File: src/rtl/writeback_stage_if.sv
// Bundle of execute-side, memory-side and register-file-side signals for writeback_stage.
// slave is the stage's view; master is the surrounding pipeline/memory view.
interface writeback_stage_if #(
  parameter int MACHINE_WIDTH = 32,
  parameter int REG_ADDR_W    = 6,
  parameter int WARP_ID_W     = 3
) ();
  logic                     ex_valid;
  logic                     ex_ready;
  logic [MACHINE_WIDTH-1:0] ex_result;
  logic [REG_ADDR_W-1:0]    ex_rd;
  logic [WARP_ID_W-1:0]     ex_warp;
  logic                     ex_reg_wen;
  logic                     ex_mem_read;
  logic                     ex_mem_write;
  logic [MACHINE_WIDTH-1:0] ex_store_data;

  logic                     mem_req_valid;
  logic                     mem_req_ready;
  logic                     mem_req_write;
  logic [MACHINE_WIDTH-1:0] mem_req_addr;
  logic [MACHINE_WIDTH-1:0] mem_req_wdata;
  logic                     mem_rsp_valid;
  logic [MACHINE_WIDTH-1:0] mem_rsp_data;

  logic                     rf_wen;
  logic [WARP_ID_W-1:0]     rf_warp;
  logic [REG_ADDR_W-1:0]    rf_waddr;
  logic [MACHINE_WIDTH-1:0] rf_wdata;
  logic                     busy;

  modport slave (
    input  ex_valid, ex_result, ex_rd, ex_warp, ex_reg_wen, ex_mem_read, ex_mem_write,
           ex_store_data, mem_req_ready, mem_rsp_valid, mem_rsp_data,
    output ex_ready, mem_req_valid, mem_req_write, mem_req_addr, mem_req_wdata,
           rf_wen, rf_warp, rf_waddr, rf_wdata, busy
  );

  modport master (
    output ex_valid, ex_result, ex_rd, ex_warp, ex_reg_wen, ex_mem_read, ex_mem_write,
           ex_store_data, mem_req_ready, mem_rsp_valid, mem_rsp_data,
    input  ex_ready, mem_req_valid, mem_req_write, mem_req_addr, mem_req_wdata,
           rf_wen, rf_warp, rf_waddr, rf_wdata, busy
  );
endinterface

File: src/rtl/writeback_stage.sv
// Execute-to-writeback stage: input FIFO, load/store request sequencing, one RF write per instruction.
// Optional WB_BYPASS_EN: an ALU result arriving at an idle, empty stage skips the FIFO.
module writeback_stage #(
  parameter int MACHINE_WIDTH = 32,
  parameter int REG_ADDR_W    = 6,
  parameter int WARP_ID_W     = 3,
  parameter int FIFO_DEPTH    = 2
) (
  input logic             clk,
  input logic             reset,
  writeback_stage_if.slave bus
);
  localparam int PTR_W = $clog2(FIFO_DEPTH);
  localparam int CNT_W = $clog2(FIFO_DEPTH) + 1;

  localparam logic [1:0] IDLE     = 2'd0;
  localparam logic [1:0] MEM_REQ  = 2'd1;
  localparam logic [1:0] MEM_WAIT = 2'd2;

  logic [MACHINE_WIDTH-1:0] q_result [FIFO_DEPTH];
  logic [MACHINE_WIDTH-1:0] q_sdata  [FIFO_DEPTH];
  logic [REG_ADDR_W-1:0]    q_rd     [FIFO_DEPTH];
  logic [WARP_ID_W-1:0]     q_warp   [FIFO_DEPTH];
  logic                     q_wen    [FIFO_DEPTH];
  logic                     q_mem    [FIFO_DEPTH];
  logic                     q_store  [FIFO_DEPTH];

  logic [PTR_W-1:0] wr_ptr, rd_ptr;
  logic [CNT_W-1:0] count;
  logic [1:0]       state, state_next;
  logic             full, empty, ready, push, push_fifo, pop, bypass;
  logic             head_mem, head_store, in_req;

  logic                     rf_wen_q, rf_wen_next;
  logic [WARP_ID_W-1:0]     rf_warp_q, rf_warp_next;
  logic [REG_ADDR_W-1:0]    rf_waddr_q, rf_waddr_next;
  logic [MACHINE_WIDTH-1:0] rf_wdata_q, rf_wdata_next;

  assign full       = (count == CNT_W'(FIFO_DEPTH));
  assign empty      = (count == '0);
  assign ready      = ~full;
  assign push       = bus.ex_valid & ready;
  assign head_mem   = q_mem[rd_ptr];
  assign head_store = q_store[rd_ptr];
  assign in_req     = (state == MEM_REQ);

`ifdef WB_BYPASS_EN
  assign bypass = push & empty & (state == IDLE) & ~bus.ex_mem_read & ~bus.ex_mem_write;
`else
  assign bypass = 1'b0;
`endif
  assign push_fifo = push & ~bypass;

  always_ff @(posedge clk) begin
    if (push_fifo) begin
      q_result[wr_ptr] <= bus.ex_result;
      q_sdata[wr_ptr]  <= bus.ex_store_data;
      q_rd[wr_ptr]     <= bus.ex_rd;
      q_warp[wr_ptr]   <= bus.ex_warp;
      q_wen[wr_ptr]    <= bus.ex_reg_wen;
      q_mem[wr_ptr]    <= bus.ex_mem_read | bus.ex_mem_write;
      // read has priority, so an entry flagged both ways is a load
      q_store[wr_ptr]  <= ~bus.ex_mem_read & bus.ex_mem_write;
    end
  end

  always_comb begin
    state_next    = state;
    pop           = 1'b0;
    rf_wen_next   = 1'b0;
    rf_warp_next  = rf_warp_q;
    rf_waddr_next = rf_waddr_q;
    rf_wdata_next = rf_wdata_q;
    case (state)
      IDLE: begin
        if (!empty) begin
          if (head_mem) begin
            state_next = MEM_REQ;
          end else begin
            pop         = 1'b1;
            rf_wen_next = q_wen[rd_ptr];
            if (q_wen[rd_ptr]) begin
              rf_warp_next  = q_warp[rd_ptr];
              rf_waddr_next = q_rd[rd_ptr];
              rf_wdata_next = q_result[rd_ptr];
            end
          end
        end else if (bypass) begin
          rf_wen_next = bus.ex_reg_wen;
          if (bus.ex_reg_wen) begin
            rf_warp_next  = bus.ex_warp;
            rf_waddr_next = bus.ex_rd;
            rf_wdata_next = bus.ex_result;
          end
        end
      end
      MEM_REQ: begin
        if (bus.mem_req_ready) begin
          if (head_store) begin
            pop        = 1'b1;
            state_next = IDLE;
          end else begin
            state_next = MEM_WAIT;
          end
        end
      end
      MEM_WAIT: begin
        if (bus.mem_rsp_valid) begin
          pop         = 1'b1;
          state_next  = IDLE;
          rf_wen_next = q_wen[rd_ptr];
          if (q_wen[rd_ptr]) begin
            rf_warp_next  = q_warp[rd_ptr];
            rf_waddr_next = q_rd[rd_ptr];
            rf_wdata_next = bus.mem_rsp_data;
          end
        end
      end
      default: state_next = IDLE;
    endcase
  end

  always_ff @(posedge clk or negedge reset) begin
    if (!reset) begin
      state      <= IDLE;
      wr_ptr     <= '0;
      rd_ptr     <= '0;
      count      <= '0;
      rf_wen_q   <= 1'b0;
      rf_warp_q  <= '0;
      rf_waddr_q <= '0;
      rf_wdata_q <= '0;
    end else begin
      state      <= state_next;
      rf_wen_q   <= rf_wen_next;
      rf_warp_q  <= rf_warp_next;
      rf_waddr_q <= rf_waddr_next;
      rf_wdata_q <= rf_wdata_next;
      if (push_fifo) wr_ptr <= wr_ptr + 1'b1;
      if (pop)       rd_ptr <= rd_ptr + 1'b1;
      case ({push_fifo, pop})
        2'b10:   count <= count + 1'b1;
        2'b01:   count <= count - 1'b1;
        default: count <= count;
      endcase
    end
  end

  assign bus.ex_ready      = ready;
  assign bus.mem_req_valid = in_req;
  assign bus.mem_req_write = in_req & head_store;
  assign bus.mem_req_addr  = in_req ? q_result[rd_ptr] : '0;
  assign bus.mem_req_wdata = in_req ? q_sdata[rd_ptr]  : '0;
  assign bus.rf_wen        = rf_wen_q;
  assign bus.rf_warp       = rf_warp_q;
  assign bus.rf_waddr      = rf_waddr_q;
  assign bus.rf_wdata      = rf_wdata_q;
  assign bus.busy          = ~empty | (state != IDLE) | rf_wen_q;
endmodule

File: src/flat_wrapper.sv
// flat-port wrapper written by rule: the top's interface ports become plain ports
module writeback_stage_flat 
#(
  parameter int MACHINE_WIDTH = 32,
  parameter int REG_ADDR_W    = 6,
  parameter int WARP_ID_W     = 3,
  parameter int FIFO_DEPTH    = 2
)
  (clk, reset, bus_ex_valid, bus_ex_result, bus_ex_rd, bus_ex_warp, bus_ex_reg_wen, bus_ex_mem_read, bus_ex_mem_write, bus_ex_store_data, bus_mem_req_ready, bus_mem_rsp_valid, bus_mem_rsp_data, bus_ex_ready, bus_mem_req_valid, bus_mem_req_write, bus_mem_req_addr, bus_mem_req_wdata, bus_rf_wen, bus_rf_warp, bus_rf_waddr, bus_rf_wdata, bus_busy);
  writeback_stage_if #(.MACHINE_WIDTH(MACHINE_WIDTH), .REG_ADDR_W(REG_ADDR_W), .WARP_ID_W(WARP_ID_W)) bus_i ();
  input logic clk;
  input logic reset;
  input wire logic [$bits(bus_i.ex_valid)-1:0] bus_ex_valid;
  input wire logic [$bits(bus_i.ex_result)-1:0] bus_ex_result;
  input wire logic [$bits(bus_i.ex_rd)-1:0] bus_ex_rd;
  input wire logic [$bits(bus_i.ex_warp)-1:0] bus_ex_warp;
  input wire logic [$bits(bus_i.ex_reg_wen)-1:0] bus_ex_reg_wen;
  input wire logic [$bits(bus_i.ex_mem_read)-1:0] bus_ex_mem_read;
  input wire logic [$bits(bus_i.ex_mem_write)-1:0] bus_ex_mem_write;
  input wire logic [$bits(bus_i.ex_store_data)-1:0] bus_ex_store_data;
  input wire logic [$bits(bus_i.mem_req_ready)-1:0] bus_mem_req_ready;
  input wire logic [$bits(bus_i.mem_rsp_valid)-1:0] bus_mem_rsp_valid;
  input wire logic [$bits(bus_i.mem_rsp_data)-1:0] bus_mem_rsp_data;
  output wire logic [$bits(bus_i.ex_ready)-1:0] bus_ex_ready;
  output wire logic [$bits(bus_i.mem_req_valid)-1:0] bus_mem_req_valid;
  output wire logic [$bits(bus_i.mem_req_write)-1:0] bus_mem_req_write;
  output wire logic [$bits(bus_i.mem_req_addr)-1:0] bus_mem_req_addr;
  output wire logic [$bits(bus_i.mem_req_wdata)-1:0] bus_mem_req_wdata;
  output wire logic [$bits(bus_i.rf_wen)-1:0] bus_rf_wen;
  output wire logic [$bits(bus_i.rf_warp)-1:0] bus_rf_warp;
  output wire logic [$bits(bus_i.rf_waddr)-1:0] bus_rf_waddr;
  output wire logic [$bits(bus_i.rf_wdata)-1:0] bus_rf_wdata;
  output wire logic [$bits(bus_i.busy)-1:0] bus_busy;
  assign bus_i.ex_valid = bus_ex_valid;
  assign bus_i.ex_result = bus_ex_result;
  assign bus_i.ex_rd = bus_ex_rd;
  assign bus_i.ex_warp = bus_ex_warp;
  assign bus_i.ex_reg_wen = bus_ex_reg_wen;
  assign bus_i.ex_mem_read = bus_ex_mem_read;
  assign bus_i.ex_mem_write = bus_ex_mem_write;
  assign bus_i.ex_store_data = bus_ex_store_data;
  assign bus_i.mem_req_ready = bus_mem_req_ready;
  assign bus_i.mem_rsp_valid = bus_mem_rsp_valid;
  assign bus_i.mem_rsp_data = bus_mem_rsp_data;
  assign bus_ex_ready = bus_i.ex_ready;
  assign bus_mem_req_valid = bus_i.mem_req_valid;
  assign bus_mem_req_write = bus_i.mem_req_write;
  assign bus_mem_req_addr = bus_i.mem_req_addr;
  assign bus_mem_req_wdata = bus_i.mem_req_wdata;
  assign bus_rf_wen = bus_i.rf_wen;
  assign bus_rf_warp = bus_i.rf_warp;
  assign bus_rf_waddr = bus_i.rf_waddr;
  assign bus_rf_wdata = bus_i.rf_wdata;
  assign bus_busy = bus_i.busy;
  writeback_stage #(.MACHINE_WIDTH(MACHINE_WIDTH), .REG_ADDR_W(REG_ADDR_W), .WARP_ID_W(WARP_ID_W), .FIFO_DEPTH(FIFO_DEPTH)) u_core (.clk(clk), .reset(reset), .bus(bus_i));
endmodule
File: config.mk
export PLATFORM = sky130hd
export DESIGN_NAME = writeback_stage_flat
export DESIGN_NICKNAME = d
export VERILOG_FILES = /design/src/rtl/writeback_stage_if.sv /design/src/rtl/writeback_stage.sv /design/src/flat_wrapper.sv
export SDC_FILE = /design/constraint.sdc
export NUM_CORES = 1
export LEC_CHECK = 0
export CORE_ASPECT_RATIO = 1.75
export CORE_UTILIZATION = 45
export CTS_CLUSTER_SIZE = 28
export DETAILED_ROUTE_END_ITERATION = 10
export HOLD_SLACK_MARGIN = 0.12
export PLACE_DENSITY_LB_ADDON = 0.12
export SYNTH_ARGS = -nofsm -noshare
export SYNTH_HDL_FRONTEND = slang
export SYNTH_SLANG_ARGS = --single-unit
File: constraint.sdc
create_clock -name clk -period 4.9 [get_ports clk]
set_input_delay 0.735 -clock clk [delete_from_list [all_inputs] [get_ports clk]]
set_output_delay 0.735 -clock clk [all_outputs]
set_load 0.005 [all_outputs]
==> results of run 1 <==
## cell usage after synthesis
master / count
clkbuf_1: 14
or3_1: 1
dfrtp_1: 48
inv_1: 4
nor3b_1: 1
o21ai_0: 30
xnor2_1: 3
mux2_2: 9
ha_1: 1
mux2i_1: 67
nor2b_1: 2
or2_2: 1
buf_2: 7
o31ai_1: 1
o21ai_1: 2
buf_1: 2
or4_1: 1
nand2b_1: 2
buf_6: 5
or2_1: 1
edfxtp_1: 152
nand2_1: 33
a32oi_1: 1
mux2_4: 39
nor2_1: 69
and3_1: 1
a32o_1: 1
xor2_1: 2
mux2_1: 2
a21oi_1: 1
## registers in the layout (all words and copies together) (netlist names), 2 cells and up
register	cells
u_core.q_warp	6
u_core.q_rd	12
u_core.bus.rf_wdata	32
u_core.q_mem	2
u_core.q_store	2
u_core.q_sdata	64
u_core.q_wen	2
u_core.bus.rf_waddr	6
u_core.q_result	64
u_core.state	2
u_core.bus.rf_warp	3
u_core.count	2
## final cells by class
type | count | share of cell area [%]
clock inverters | 11 | 0.882
diodes | 1 | 0.0226
clock buffers | 21 | 4.55
inverters | 4 | 0.136
well taps | 231 | 2.61
flip-flops and latches | 200 | 52.1
repair buffers | 228 | 20.7
multi-input cells | 271 | 19.0
## layer usage
layer | up-vias | share of wire [%] | wire length, µm | track usage [%]
li1 | 2261 | - | - | -
met1 | 2380 | 37 | 6390 | 20.1
met2 | 163 | 54 | 9340 | 35.7
met3 | 25 | 6.7 | 1160 | 6.54
met4 | 0 | 2.5 | 426 | 8.57
met5 | - | 0 | 0 | 0
## power groups by stage
| stage | logic, mW | clock network, mW | registers, mW |
|---|---|---|---|
| 6_report | 2.48 | 1.40 | 2.68 |
| 5_1_grt | 2.70 | 1.49 | 2.74 |
| 4_1_cts | 2.53 | 1.43 | 2.69 |
| 3_5_place_dp | 2.52 | 0 | 2.72 |
| 3_3_place_gp | 2.47 | 0 | 2.70 |
| 2_1_floorplan | 1.38 | 0 | 2.60 |
## stage by stage
stage               cell area [µm²]  utilization (%)  total power [mW]  cells
detailed placement            10500             59.9              5.24    934
finish                        11100             63.4              6.56    967
CTS                           11100             63.4              6.64    966
floorplan                      8010                -              3.98    503
global placement              10500             59.9              5.16    934
global route                  11100             63.4              6.92    966
## how the worst min path moves through the flow
stage	endpoint	startpoint	slack [ns]
floorplan	u_core.bus.rf_waddr[0]$_DFFE_PN0P_	reset	0.44
global placement	u_core.state[0]$_DFFE_PN0P_	u_core.state[1]$_DFFE_PN0P_	0.47
detailed placement	u_core.bus.rf_waddr[5]$_DFFE_PN0P_	u_core.bus.rf_waddr[5]$_DFFE_PN0P_	0.49
CTS	u_core.bus.rf_wdata[23]$_DFFE_PN0P_	reset	0.43
global route	u_core.bus.rf_wdata[23]$_DFFE_PN0P_	reset	0.46
finish	u_core.bus.rf_wdata[23]$_DFFE_PN0P_	reset	0.41
## kinds of logic after synthesis
family                     after synthesis  synth area share, %
adders and majority gates                1                0.156
DFF                                    200                 72.0
and+or+nand+nor                        112                 5.59
muxes                                  117                 17.2
xor gates and xnor gates                 5                0.547
AOI/OAI and AO/OA                       36                 2.39
buffers and inverters                   32                 2.08
==> results.sh, run 1 <==
export IMPL_drc=0
export IMPL_drt_wl_total_um=17300
export IMPL_cts_max_level=4
export IMPL_p_int_mw=4.59
export IMPL_routed_via_count=4829
export IMPL_layout_nets=836
export IMPL_clock_sinks=200
export IMPL_cp_data_arrival_time_ns=2.69
export IMPL_slew_limit_headroom_pct=26.6
export IMPL_yosysTopAreaCell="edfxtp_1"
export IMPL_start_util_pct=45.9
export IMPL_dieArea_um2=18400
export IMPL_clockBufferDepth=2
export IMPL_grt_pass1_wl_um=26500
export IMPL_die_y_um=178
export IMPL_crit_type="reg -> out"
export IMPL_sw_frac_of_total_pct=30.0
export IMPL_area_growth_pct=38.2
export IMPL_postLayoutSetupSlackWorst_ns=1.48
export IMPL_crit_fanout=43
export IMPL_crit_family="buffers and inverters"
export IMPL_rrSetupSlack_ns=1.85
export IMPL_drtIter0Drc=159
export IMPL_synth_seq_cells=200
export IMPL_slew_viol_final=0
export IMPL_track_usage_pct=19.7
export IMPL_dr_pass1_iters=4
export IMPL_rsz0062_at_grt="false"
export IMPL_grt_remaining_overflow=0
export IMPL_num_fill_cells=1366
export IMPL_crit_path_end="bus_mem_req_wdata[1]"
export IMPL_synth_cells=503
export IMPL_mostFrequentLayoutCell="clkdlybuf4s50_1"
export IMPL_synth_distinct_cells=30
export IMPL_hold_ws_ns=0.405
export IMPL_clock_latency_ns=0.43
export IMPL_clkPwrFrac_pct=21.3
export IMPL_cpMaxStageDelayCell="nand2b_2"
export IMPL_tritoncts="built"
export IMPL_required_ns=4.16
export IMPL_critPathCaptureType="primary output"
export IMPL_drive_gt1_share_pct=12.8
export IMPL_worst_pin_slew_ns=1.10
export IMPL_synth_area_leaders="edfxtp_1 57%, dfrtp_1 15%, mux2i_1 8.4%"
export IMPL_fin_skew_ns=0.0130
export IMPL_cp_start_kind="flop"
export IMPL_period_needed_ns=3.42
export IMPL_vdd_drop_max_mv=0.327
export IMPL_cts_hold_buf=0
export IMPL_seqPwrFrac_pct=40.9
export IMPL_fin_crit_sh_pct=69.8
export IMPL_place_ws_ns=1.85
export IMPL_yosys_area_top_type_share_pct=57.0
export IMPL_worst_r2r_startpoint="u_core.rd_ptr$_DFFE_PN0P_"
export IMPL_grt_pass1_vias=5218
export IMPL_syn_area_per_cell_um2=15.9
export IMPL_post_cts_buffers=0
export IMPL_synthesis_area_um2=8010
export IMPL_ys_seq_area_share_pct=72.0
export IMPL_finalSetupViolCount=0
export IMPL_die_x_um=103
export IMPL_fin_tns_setup_ns=0
export IMPL_num_rows=64
export IMPL_antenna_left=0
export IMPL_power_frac_comb_pct=37.8
export IMPL_multiInputGateArea_um2=2100
export IMPL_syn_nets=617
export IMPL_grt_max_degree=77
export IMPL_reg2reg_depth=5
export IMPL_max_stage_delay_ns=0.59
export IMPL_hold_viol=0
export IMPL_status="finished, final reports clean"
export IMPL_antenna_found_initial=0
export IMPL_root_buffer="clkbuf_16"
export IMPL_p_leak_nw=4.25
export IMPL_drt_wirelength_per_cell_um=17.9
export IMPL_worstPathCellList="nand2b_2 -> buf_4 -> nor2_1 -> clkdlybuf4s50_1"
export IMPL_place_hpwl_um=11500
export IMPL_cts_resized=0
export IMPL_synth_warnings=0
export IMPL_worstSetupPathDepth=4
export IMPL_cap_violations=0
export IMPL_final_cell_mix="221 x clkdlybuf4s50_1, 152 x edfxtp_1, 68 x nor2_1"
export IMPL_critical_path_startpoint="u_core.state[0]$_DFFE_PN0P_"
export IMPL_fmax_ghz=0.292
export IMPL_powerDensity_nw_per_um2=593
export IMPL_viasPerCell=4.99
export IMPL_cts_buffers=17
export IMPL_place_gp_congestion=0.792
export IMPL_seqCellArea_um2=5770
export IMPL_core_area_um2=17500
export IMPL_r2r_end="u_core.bus.rf_wdata[11]$_DFFE_PN0P_"
export IMPL_switchingPower_mw=1.97
export IMPL_io_buffers=222
export IMPL_clk_pin_slew_ns=0.07
export IMPL_cp_num_buf_inv=2
export IMPL_num_io_pins=223
export IMPL_hold_path_class="in -> async"
(Power assumes the default switching activity.)
==> run 2, diff against run 1 <==
Settings changed: CORE_UTILIZATION 45 to 43.
Clock period 4.9 ns to 2.8 ns, I/O delays scaled along.
==> run 2 against run 1 <==
Die area rose by 4.6%; hold slack better by 0.092 ns; utilization is 2.0 points lower.
==> results.sh, run 2 (synthesized netlist as in run 1, its figures left out) <==
export IMPL_hold_ws_ns=0.497
export IMPL_max_stage_delay_ns=0.47
export IMPL_postLayoutSetupSlackWorst_ns=0.238
export IMPL_rsz0062_at_grt="false"
export IMPL_grt_max_degree=68
export IMPL_vdd_drop_max_mv=0.528
export IMPL_track_usage_pct=19.1
export IMPL_required_ns=2.38
export IMPL_grt_pass1_vias=5256
export IMPL_num_fill_cells=1402
export IMPL_dieArea_um2=19200
export IMPL_place_ws_ns=0.510
export IMPL_stdcell_area_um2=11100
export IMPL_grt_pass1_wl_um=27200
export IMPL_antenna_found_initial=0
export IMPL_start_util_pct=44.2
export IMPL_period_needed_ns=2.56
export IMPL_cts_max_level=4
export IMPL_clockBufferDepth=2
export IMPL_drtIter0Drc=187
export IMPL_mostFrequentLayoutCell="clkdlybuf4s50_1"
export IMPL_antenna_left=0
export IMPL_met1_usage_pct=20.5
export IMPL_placed_area_um2=10500
export IMPL_power_frac_comb_pct=40.0
export IMPL_io_buffers=222
export IMPL_cp_start_kind="flop"
export IMPL_die_x_um=105
export IMPL_p_int_mw=8.04
export IMPL_fin_skew_ns=0.0113
export IMPL_powerDensity_nw_per_um2=1030
export IMPL_finalSetupViolCount=0
export IMPL_drt_wirelength_per_cell_um=17.9
export IMPL_grt_remaining_overflow=0
export IMPL_slew_limit_headroom_pct=58.8
export IMPL_critPathCaptureType="primary output"
export IMPL_p_leak_nw=4.27
export IMPL_drc=0
export IMPL_die_y_um=183
export IMPL_num_io_pins=223
export IMPL_switchingPower_mw=3.43
export IMPL_antennaDiodeCount=0
export IMPL_fin_cells=976
export IMPL_sw_frac_of_total_pct=29.9
export IMPL_clock_latency_ns=0.43
export IMPL_num_rows=65
export IMPL_finalPower_mw=11.5
export IMPL_status="finished, final reports clean"
export IMPL_drt_wl_total_um=17400
export IMPL_dr_pass1_iters=4
export IMPL_post_cts_buffers=0
export IMPL_area_growth_pct=39.0
export IMPL_drive_gt1_share_pct=13.2
export IMPL_worst_pin_slew_ns=0.617
export IMPL_fin_tns_setup_ns=0
export IMPL_worstPathCellList="buf_4 -> mux2i_1 -> nor2_1 -> clkdlybuf4s50_1"
export IMPL_clock_sinks=200
export IMPL_routed_via_count=4823
export IMPL_slew_viol_final=0
export IMPL_cpMaxStageDelayCell="dfrtp_4"
export IMPL_met3_usage_pct=5.43
export IMPL_cp_data_arrival_time_ns=2.14
export IMPL_root_buffer="clkbuf_16"
export IMPL_clkPwrFrac_pct=20.6
export IMPL_fin_util_pct=61.4
export IMPL_dp_cells=943
export IMPL_final_cell_mix="221 x clkdlybuf4s50_1, 152 x edfxtp_1, 68 x nor2_1"
export IMPL_cts_buffers=17
export IMPL_viasPerCell=4.94
export IMPL_busiest_layer="met2"
export IMPL_crit_type="reg -> out"
export IMPL_hold_viol=0
export IMPL_fin_crit_sh_pct=91.5
export IMPL_crit_fanout=17
export IMPL_cap_violations=0
export IMPL_place_hpwl_um=11900
export IMPL_tritoncts="built"
export IMPL_core_area_um2=18100
export IMPL_fmax_ghz=0.390
export IMPL_layout_nets=843
export IMPL_place_gp_congestion=0.737
export IMPL_seqPwrFrac_pct=39.4
export IMPL_hold_path_class="reg -> reg"
export IMPL_use_met2_pct=35.4
export IMPL_clk_pin_slew_ns=0.07
==> run 2: cell types whose count changed in the layout (fill, tap and decap cells not counted), sizes merged <==
cell,delta
clkinvlp,+1
buf,+6
dlygate4sd3,+1
diode,-1
clkinv,+1
bufinv,+1
clkbuf,-3
==> run 2: layout make-up <==
class                   count  area [µm²]  share of cell area, %
repair buffers            235        2380                   21.4
inverters                   4        15.0                  0.135
clock buffers              18         429                   3.86
clock inverters            14         139                   1.25
multi-input cells         271        2100                   18.9
flip-flops and latches    200        5770                   51.8
well taps                 234         293                   2.63
==> run 2: routing by layer <==
layer / wire, µm / share of wire [%]
met2: 9470 / 54
met4: 266 / 1.5
met1: 6680 / 38
met5: 0 / 0
met3: 1030 / 5.9
==> run 2: worst paths after layout <==
check / startpoint / end / slack, ns / cells after the start
max: u_core.rd_ptr$_DFFE_PN0P_ / bus_mem_req_write / 0.24 / 4
min: u_core.bus.rf_wdata[31]$_DFFE_PN0P_ / u_core.bus.rf_wdata[31]$_DFFE_PN0P_ / 0.50 / 1
max reg2reg: u_core.rd_ptr$_DFFE_PN0P_ / u_core.count[1]$_DFFE_PN0P_ / 0.56 / 6
min reg2reg: u_core.bus.rf_wdata[31]$_DFFE_PN0P_ / u_core.bus.rf_wdata[31]$_DFFE_PN0P_ / 0.50 / 1
max in group asynchronous: reset / u_core.bus.rf_warp[0]$_DFFE_PN0P_ / 1.61 / 3
min in group asynchronous: reset / u_core.bus.rf_warp[2]$_DFFE_PN0P_ / 0.53 / 2
==> run 2: timing repair <==
item,in CTS,in global routing
gates resized for setup,0,1
setup endpoints to repair,0,6
hold endpoints to repair,22,0
hold buffers,1,0
==> run 2: power by group through the flow <==
stage	Sequential [mW]	Clock [mW]	Combinational [mW]
3_5_place_dp	4.57	0	4.66
2_1_floorplan	4.51	0	2.42
6_report	4.51	2.36	4.59
5_1_grt	4.60	2.56	4.97
3_3_place_gp	4.54	0	4.59
4_1_cts	4.52	2.44	4.69
==> run 2: critical path: cells and delay by family, from the launching register on <==
family                 cells  cell delay [ns]
buffers and inverters      2             0.78
DFF                        1             0.47
muxes                      1             0.38
and+or+nand+nor            1             0.07
